[config.mk]
export PLATFORM = sky130hd
export DESIGN_NAME = wb_uart_loader
export DESIGN_NICKNAME = d
export VERILOG_FILES = /design/src/rtl/wb_uart_loader.sv
export SDC_FILE = /design/constraint.sdc
export NUM_CORES = 1
export LEC_CHECK = 0
export CAP_MARGIN = 15
export CORE_MARGIN = 1.5
export CORE_UTILIZATION = 50
export DETAILED_ROUTE_END_ITERATION = 12
export GPL_ROUTABILITY_DRIVEN = 0
export PLACE_DENSITY = 0.71
export SLEW_MARGIN = 20
export SYNTH_ARGS = -nofsm -noshare
export SYNTH_HDL_FRONTEND = slang
export SYNTH_SLANG_ARGS = --single-unit
export TNS_END_PERCENT = 100
[constraint.sdc]
create_clock -name clk -period 2.4 [get_ports clk]
set_input_delay 0.36 -clock clk [delete_from_list [all_inputs] [get_ports clk]]
set_output_delay 0.36 -clock clk [all_outputs]
set_load 0.03 [all_outputs]
[src/rtl/wb_uart_loader.sv]
// UART (8N1) boot loader: parses a framed, checksummed program image and writes it
// word by word into RAM over Wishbone, holding the J1 core in reset until it verifies.
module wb_uart_loader #(
    parameter int          CLKS_PER_BIT = 217,
    parameter logic [15:0] BASE_ADR     = 16'h0,
    parameter int          MAX_WORDS    = 16384,
    parameter int          TIMEOUT_CLKS = 2500000
) (
    input  logic        clk,
    input  logic        rst,
    input  logic        rx_i,
    output logic        cyc_o,
    output logic        stb_o,
    output logic        we_o,
    output logic [15:0] adr_o,
    output logic [15:0] dat_o,
    output logic        cpu_rst_o,
    output logic        busy_o,
    output logic        done_o,
    output logic        err_o,
    output logic [15:0] words_o
);
    localparam int                CNT_W     = (CLKS_PER_BIT > 1) ? $clog2(CLKS_PER_BIT) : 1;
    localparam int                TMO_W     = (TIMEOUT_CLKS > 1) ? $clog2(TIMEOUT_CLKS) : 1;
    localparam logic [CNT_W-1:0]  BIT_LAST  = CNT_W'(CLKS_PER_BIT - 1);
    localparam logic [CNT_W-1:0]  HALF_LAST = CNT_W'(CLKS_PER_BIT / 2 - 1);
    localparam logic [TMO_W-1:0]  TMO_LAST  = TMO_W'(TIMEOUT_CLKS - 1);
    localparam logic [31:0]       MAX_LEN   = 32'(MAX_WORDS);
    localparam logic [15:0]       BASE_WORD = {BASE_ADR[15:1], 1'b0};
    localparam logic [7:0]        SYNC_BYTE = 8'hA5;

    typedef enum logic [1:0] {RX_IDLE, RX_START, RX_DATA, RX_STOP} rx_state_t;
    typedef enum logic [3:0] {
        S_IDLE, S_LEN_H, S_LEN_L, S_DAT_H, S_DAT_L, S_WRITE, S_CSUM, S_DONE, S_ERR
    } state_t;

    logic             r_rx_p0, r_rx_p1, r_rx_p2;
    rx_state_t        r_rx_state;
    logic [CNT_W-1:0] r_rx_cnt;
    logic [2:0]       r_rx_bit;
    logic [7:0]       r_rx_shift;
    logic             r_rx_vld;
    logic             r_rx_ferr;

    state_t           r_state;
    logic             r_wr;
    logic [15:0]      r_adr;
    logic [15:0]      r_dat;
    logic             r_cpu_rst;
    logic             r_busy;
    logic             r_done;
    logic             r_err;
    logic [15:0]      r_words;
    logic [15:0]      r_len;
    logic [7:0]       r_sum;
    logic [TMO_W-1:0] r_tmo;

    logic [7:0]       w_byte;
    logic [15:0]      w_len;
    logic [15:0]      w_words_nxt;
    logic             w_timed;
    logic             w_abort;

    // Stage p0/p1: metastability synchroniser; p2 holds the previous level for edge detection
    always_ff @(posedge clk) begin
        r_rx_p0   <= rx_i;
        r_rx_p1   <= r_rx_p0;
        r_rx_p2   <= r_rx_p1;
        r_rx_vld  <= 1'b0;
        r_rx_ferr <= 1'b0;
        if (rst) begin
            r_rx_p0    <= 1'b1;
            r_rx_p1    <= 1'b1;
            r_rx_p2    <= 1'b1;
            r_rx_state <= RX_IDLE;
            r_rx_cnt   <= '0;
            r_rx_bit   <= '0;
        end else begin
            case (r_rx_state)
                RX_IDLE: begin
                    r_rx_cnt <= '0;
                    if (r_rx_p2 && !r_rx_p1)
                        r_rx_state <= RX_START;
                end
                RX_START: begin
                    if (r_rx_cnt == HALF_LAST) begin
                        r_rx_cnt   <= '0;
                        r_rx_bit   <= '0;
                        r_rx_state <= r_rx_p1 ? RX_IDLE : RX_DATA;
                    end else begin
                        r_rx_cnt <= r_rx_cnt + CNT_W'(1);
                    end
                end
                RX_DATA: begin
                    if (r_rx_cnt == BIT_LAST) begin
                        r_rx_cnt   <= '0;
                        r_rx_shift <= {r_rx_p1, r_rx_shift[7:1]};
                        if (r_rx_bit == 3'd7)
                            r_rx_state <= RX_STOP;
                        else
                            r_rx_bit <= r_rx_bit + 3'd1;
                    end else begin
                        r_rx_cnt <= r_rx_cnt + CNT_W'(1);
                    end
                end
                RX_STOP: begin
                    if (r_rx_cnt == BIT_LAST) begin
                        r_rx_cnt   <= '0;
                        r_rx_state <= RX_IDLE;
                        if (r_rx_p1)
                            r_rx_vld <= 1'b1;
                        else
                            r_rx_ferr <= 1'b1;
                    end else begin
                        r_rx_cnt <= r_rx_cnt + CNT_W'(1);
                    end
                end
                default: r_rx_state <= RX_IDLE;
            endcase
        end
    end

    assign w_byte      = r_rx_shift;
    assign w_len       = {r_len[15:8], w_byte};
    assign w_words_nxt = r_words + 16'd1;
    assign w_timed     = r_state inside {S_LEN_H, S_LEN_L, S_DAT_H, S_DAT_L, S_WRITE, S_CSUM};
    assign w_abort     = (r_rx_ferr && r_state != S_DONE && r_state != S_ERR)
                       || (w_timed && !r_rx_vld && r_tmo == TMO_LAST);

    // Frame stage: consumes one received byte per rx_valid pulse
    always_ff @(posedge clk) begin
        if (rst) begin
            r_state   <= S_IDLE;
            r_wr      <= 1'b0;
            r_adr     <= BASE_WORD;
            r_dat     <= '0;
            r_cpu_rst <= 1'b1;
            r_busy    <= 1'b0;
            r_done    <= 1'b0;
            r_err     <= 1'b0;
            r_words   <= '0;
            r_len     <= '0;
            r_sum     <= '0;
            r_tmo     <= '0;
        end else begin
            r_tmo <= (w_timed && !r_rx_vld) ? r_tmo + TMO_W'(1) : '0;
            case (r_state)
                S_IDLE: begin
                    if (r_rx_vld && w_byte == SYNC_BYTE) begin
                        r_state <= S_LEN_H;
                        r_err   <= 1'b0;
                        r_words <= '0;
                        r_sum   <= '0;
                        r_adr   <= BASE_WORD;
                        r_busy  <= 1'b1;
                    end
                end
                S_LEN_H: begin
                    if (r_rx_vld) begin
                        r_len[15:8] <= w_byte;
                        r_state     <= S_LEN_L;
                    end
                end
                S_LEN_L: begin
                    if (r_rx_vld) begin
                        r_len[7:0] <= w_byte;
                        if (w_len == 16'd0) begin
                            r_state <= S_CSUM;
                        end else if ({16'd0, w_len} > MAX_LEN) begin
                            r_state <= S_ERR;
                            r_err   <= 1'b1;
                        end else begin
                            r_state <= S_DAT_H;
                        end
                    end
                end
                S_DAT_H: begin
                    if (r_rx_vld) begin
                        r_dat[15:8] <= w_byte;
                        r_sum       <= r_sum + w_byte;
                        r_state     <= S_DAT_L;
                    end
                end
                S_DAT_L: begin
                    if (r_rx_vld) begin
                        r_dat[7:0] <= w_byte;
                        r_sum      <= r_sum + w_byte;
                        r_wr       <= 1'b1;
                        r_state    <= S_WRITE;
                    end
                end
                S_WRITE: begin
                    // RAM has no ack: the write commits on this edge unconditionally
                    r_wr    <= 1'b0;
                    r_adr   <= r_adr + 16'd2;
                    r_words <= w_words_nxt;
                    r_state <= (w_words_nxt == r_len) ? S_CSUM : S_DAT_H;
                end
                S_CSUM: begin
                    if (r_rx_vld) begin
                        if (w_byte == r_sum) begin
                            r_state   <= S_DONE;
                            r_done    <= 1'b1;
                            r_cpu_rst <= 1'b0;
                            r_busy    <= 1'b0;
                        end else begin
                            r_state <= S_ERR;
                            r_err   <= 1'b1;
                        end
                    end
                end
                S_DONE: r_state <= S_DONE;
                S_ERR: begin
                    r_state <= S_IDLE;
                    r_busy  <= 1'b0;
                end
                default: r_state <= S_IDLE;
            endcase
            if (w_abort) begin
                r_state <= S_ERR;
                r_err   <= 1'b1;
                r_busy  <= 1'b1;
            end
        end
    end

    assign cyc_o     = r_wr;
    assign stb_o     = r_wr;
    assign we_o      = r_wr;
    assign adr_o     = r_adr;
    assign dat_o     = r_dat;
    assign cpu_rst_o = r_cpu_rst;
    assign busy_o    = r_busy;
    assign done_o    = r_done;
    assign err_o     = r_err;
    assign words_o   = r_words;
endmodule
==> summary.txt <==
Setup path
  • Largest fanout on the critical path: 6
  • Critical R2R Capture: r_state[0]
  • Worst EP required: 2.69 ns
  • Worst r2r src: words_o[8]
  • Flop-to-flop setup slack: 0.11 ns
  • Arr. time, crit path: 2.57 ns
  • Critical path launch point: words_o[8]
  • Reg2Reg Depth: 7
  • Critical path startpoint category: register
  • CP Capture Type: register
  • Crit Path Class: register to register

Timing
  • Unrepaired setup endpoints after global routing: false
  • Hold slack final: 0.383 ns
  • Fmax: 0.438 GHz
  • Setup TNS: 0 ns
  • Period utilization: 0.952
  • Final Max Slew Viols: 0
  • Final Hold Viols: 0
  • Slew HR: 0.592
  • Worst-case clock skew: 0.0113 ns
  • Tmin final: 2.29 ns
  • Worst-Margin Slew: 0.610 ns
  • # setup viols final: 0

GRT
  • Vias in the first global route: 5,468
  • Largest net degree at the start of global routing: 39
  • Total grt overflow: 0
  • Initial antenna violation count: 0
  • First-pass GRT wire length: 26,300 um
  • Gr usage total: 0.232

Power and ir drop
  • PD cells: 589 nW/um^2
  • Peak supply drop: 529 uV
  • Leak: 2.88 nW
  • Overall power: 4.69 mW

Detailed routing
  • Routed WL: 15,400 um
  • DRC: 0
  • Antenna viol nets, final: 0
  • Initial DRC count: 443
  • TritonRoute pass-1 iters: 5
  • Via count: 5,848
  • Post-DR wirelength/cell: 15.1 um
  • DR vias/cell: 5.73

Floorplanning
  • Io pins: 58
  • Die area: 13,800 um^2
  • Core box area: 12,700 um^2
  • Overall die height: 117 um
  • Initial Util: 0.515
  • FP Rows: 41
  • Die outline width: 117 um

Clocking
  • Worst skew pair latency: 0.42 ns
  • CTS Hold Bufs: 0
  • Clock tree buffer depth: 2
  • CTS buffer count: 17
  • Clock sink total: 128
  • CTS tree: done
  • Clock root buffer: clkbuf_16
  • Worst-path clk slew: 0.06 ns
  • Clock H-tree levels: 4

Worst hold path
  • Hold Path End: dat_o[0]
  • Type of the most critical hold path: primary input to register
  • Hold path cells: 2
  • Hold_sp: rst

Final layout
  • Commonest non-fill, non-tap cells in the layout: nor2_1 (129), dfxtp_1 (117), nand2_1 (58)
  • Syn-to-layout area delta: 21.4%
  • Non-Filler Instances: 1,020
  • Commonest non-fill, non-tap cell in the layout: nor2_1
  • Number of diodes: 0
  • Layout cells sized above 1: 0.110
  • Post-route design area: 7950 um^2
  • Final Net Count: 853

Synth
  • Fraction of registers with async set/reset: 0
  • Mean Syn Cell Area: 8.52 um^2
  • Area contributors post-synth: dfxtp_1 (37%), nor2_1 (7.4%), xnor2_1 (4.0%), mux2i_1 (3.8%), edfxtp_1 (3.7%)
  • Synth cell types: 75
  • Yosys warns: 0
  • Ys flop type: dfxtp_1
  • #FFs+latches synth: 128
  • Synth top area share: 0.367
  • Post-Syn Instances: 769
  • Syn nets: 787
  • Dominant cell type by area after synthesis: dfxtp_1
  • Number of flops mapped to enable cells by yosys: 8
  • Synthesized area: 6550 um^2
  • Sequential-to-total area share from yosys stat: 0.403

Placement
  • Placed Instance Area: 7350 um^2
  • DPL Wire Length: 10,800 um
  • Inst Count DP: 987
  • Port-buffer cells: 56

Status
  • Status: finished clean

Flow run
  • Max Cap Violations: 0
[timing repair]
action	CTS	global route
buffers inserted	0	1
resized for setup	0	4
endpoints found under the setup margin	0	3
[routing by layer]
metal | wire, um | part of all wire | global-route usage | vias up
met4 | 237 | 0.015 | 0.0938 | 0
li1 | - | - | - | 2867
met3 | 852 | 0.055 | 0.0577 | 28
met1 | 7000 | 0.46 | 0.303 | 2763
met2 | 7280 | 0.47 | 0.369 | 190
met5 | 0 | 0 | 0 | -
[critical path, cell delays in order (launching register included)]
cell and delay, ns:
dfxtp_1 0.43, buf_4 0.18, nand3_4 0.12, nor4_4 0.40, xnor2_1 0.11, a2111o_1 0.44, nor4_4 0.37, o311ai_1 0.11
[through the flow]
| step | setup slack [ns] | util |
|---|---|---|
| 2_1_floorplan | 0.0246 | - |
| 3_3_place_gp | 0.176 | 0.578 |
| 3_5_place_dp | 0.0796 | 0.578 |
| 4_1_cts | 0.0766 | 0.623 |
| 5_1_grt | 0.000620 | 0.625 |
| 6_report | 0.114 | 0.625 |
[power by group]
| part | internal, mW | switching, mW |
|---|---|---|
| logic | 0.0133 | 0.0386 |
| registers | 2.15 | 0.00361 |
| clock network | 1.52 | 0.963 |
[worst max path at each step]
stage / to / slack, ns / cells after the start
after global placement: r_state[0] / 0.18 / 6
after global routing: r_state[0] / 0.0006 / 6
after CTS: r_state[0] / 0.08 / 6
after floorplan: r_state[0] / 0.02 / 8
final: r_state[0] / 0.11 / 7
after detailed placement: r_state[0] / 0.08 / 6
[flip-flops by register name, summed over array words and instances, names as in the netlist, 2 cells and up]
| signal | flops |
|---|---|
| r_rx_cnt | 8 |
| adr_o | 15 |
| r_tmo | 22 |
| r_state | 4 |
| words_o | 16 |
| r_sum | 8 |
| r_rx_state | 2 |
| r_rx_shift | 8 |
| r_len | 16 |
| r_rx_bit | 3 |
| dat_o | 16 |
[cells in the mapped netlist (16+ instances only)]
library cell  number
mux2i_1           25
clkbuf_1          30
nand3_1           44
xnor2_1           30
nor2_1           129
nor3_1            22
o21ai_0           23
dfxtp_1          120
inv_1             19
nand4_1           16
a21oi_1           41
xor2_1            25
nand2_1           58
[area by class of cell]
class | instances | area [um^2]
Tap cell | 172 | 215
Multi-Input combinational cell | 574 | 3600
Sequential cell | 128 | 2650
Timing Repair Buffer | 95 | 848
Clock buffer | 18 | 429
Clock inverter | 14 | 143
Fill cell | 1115 | 4770
Inverter | 19 | 71.3
[cell families after synthesis]
family                   count (synthesis)  share of synthesized area
flip-flops                             128                      0.403
AND/OR/NAND/NOR                        354                      0.277
buffers and inverters                   67                     0.0498
other                                    1                   0.000572
AO/OA/AOI/OAI                          123                      0.126
adder cells (fa/ha/maj)                 15                     0.0298
multiplexers                            26                     0.0399
XOR/XNOR                                55                     0.0735
Note: power is estimated with default switching activity, not from simulation.
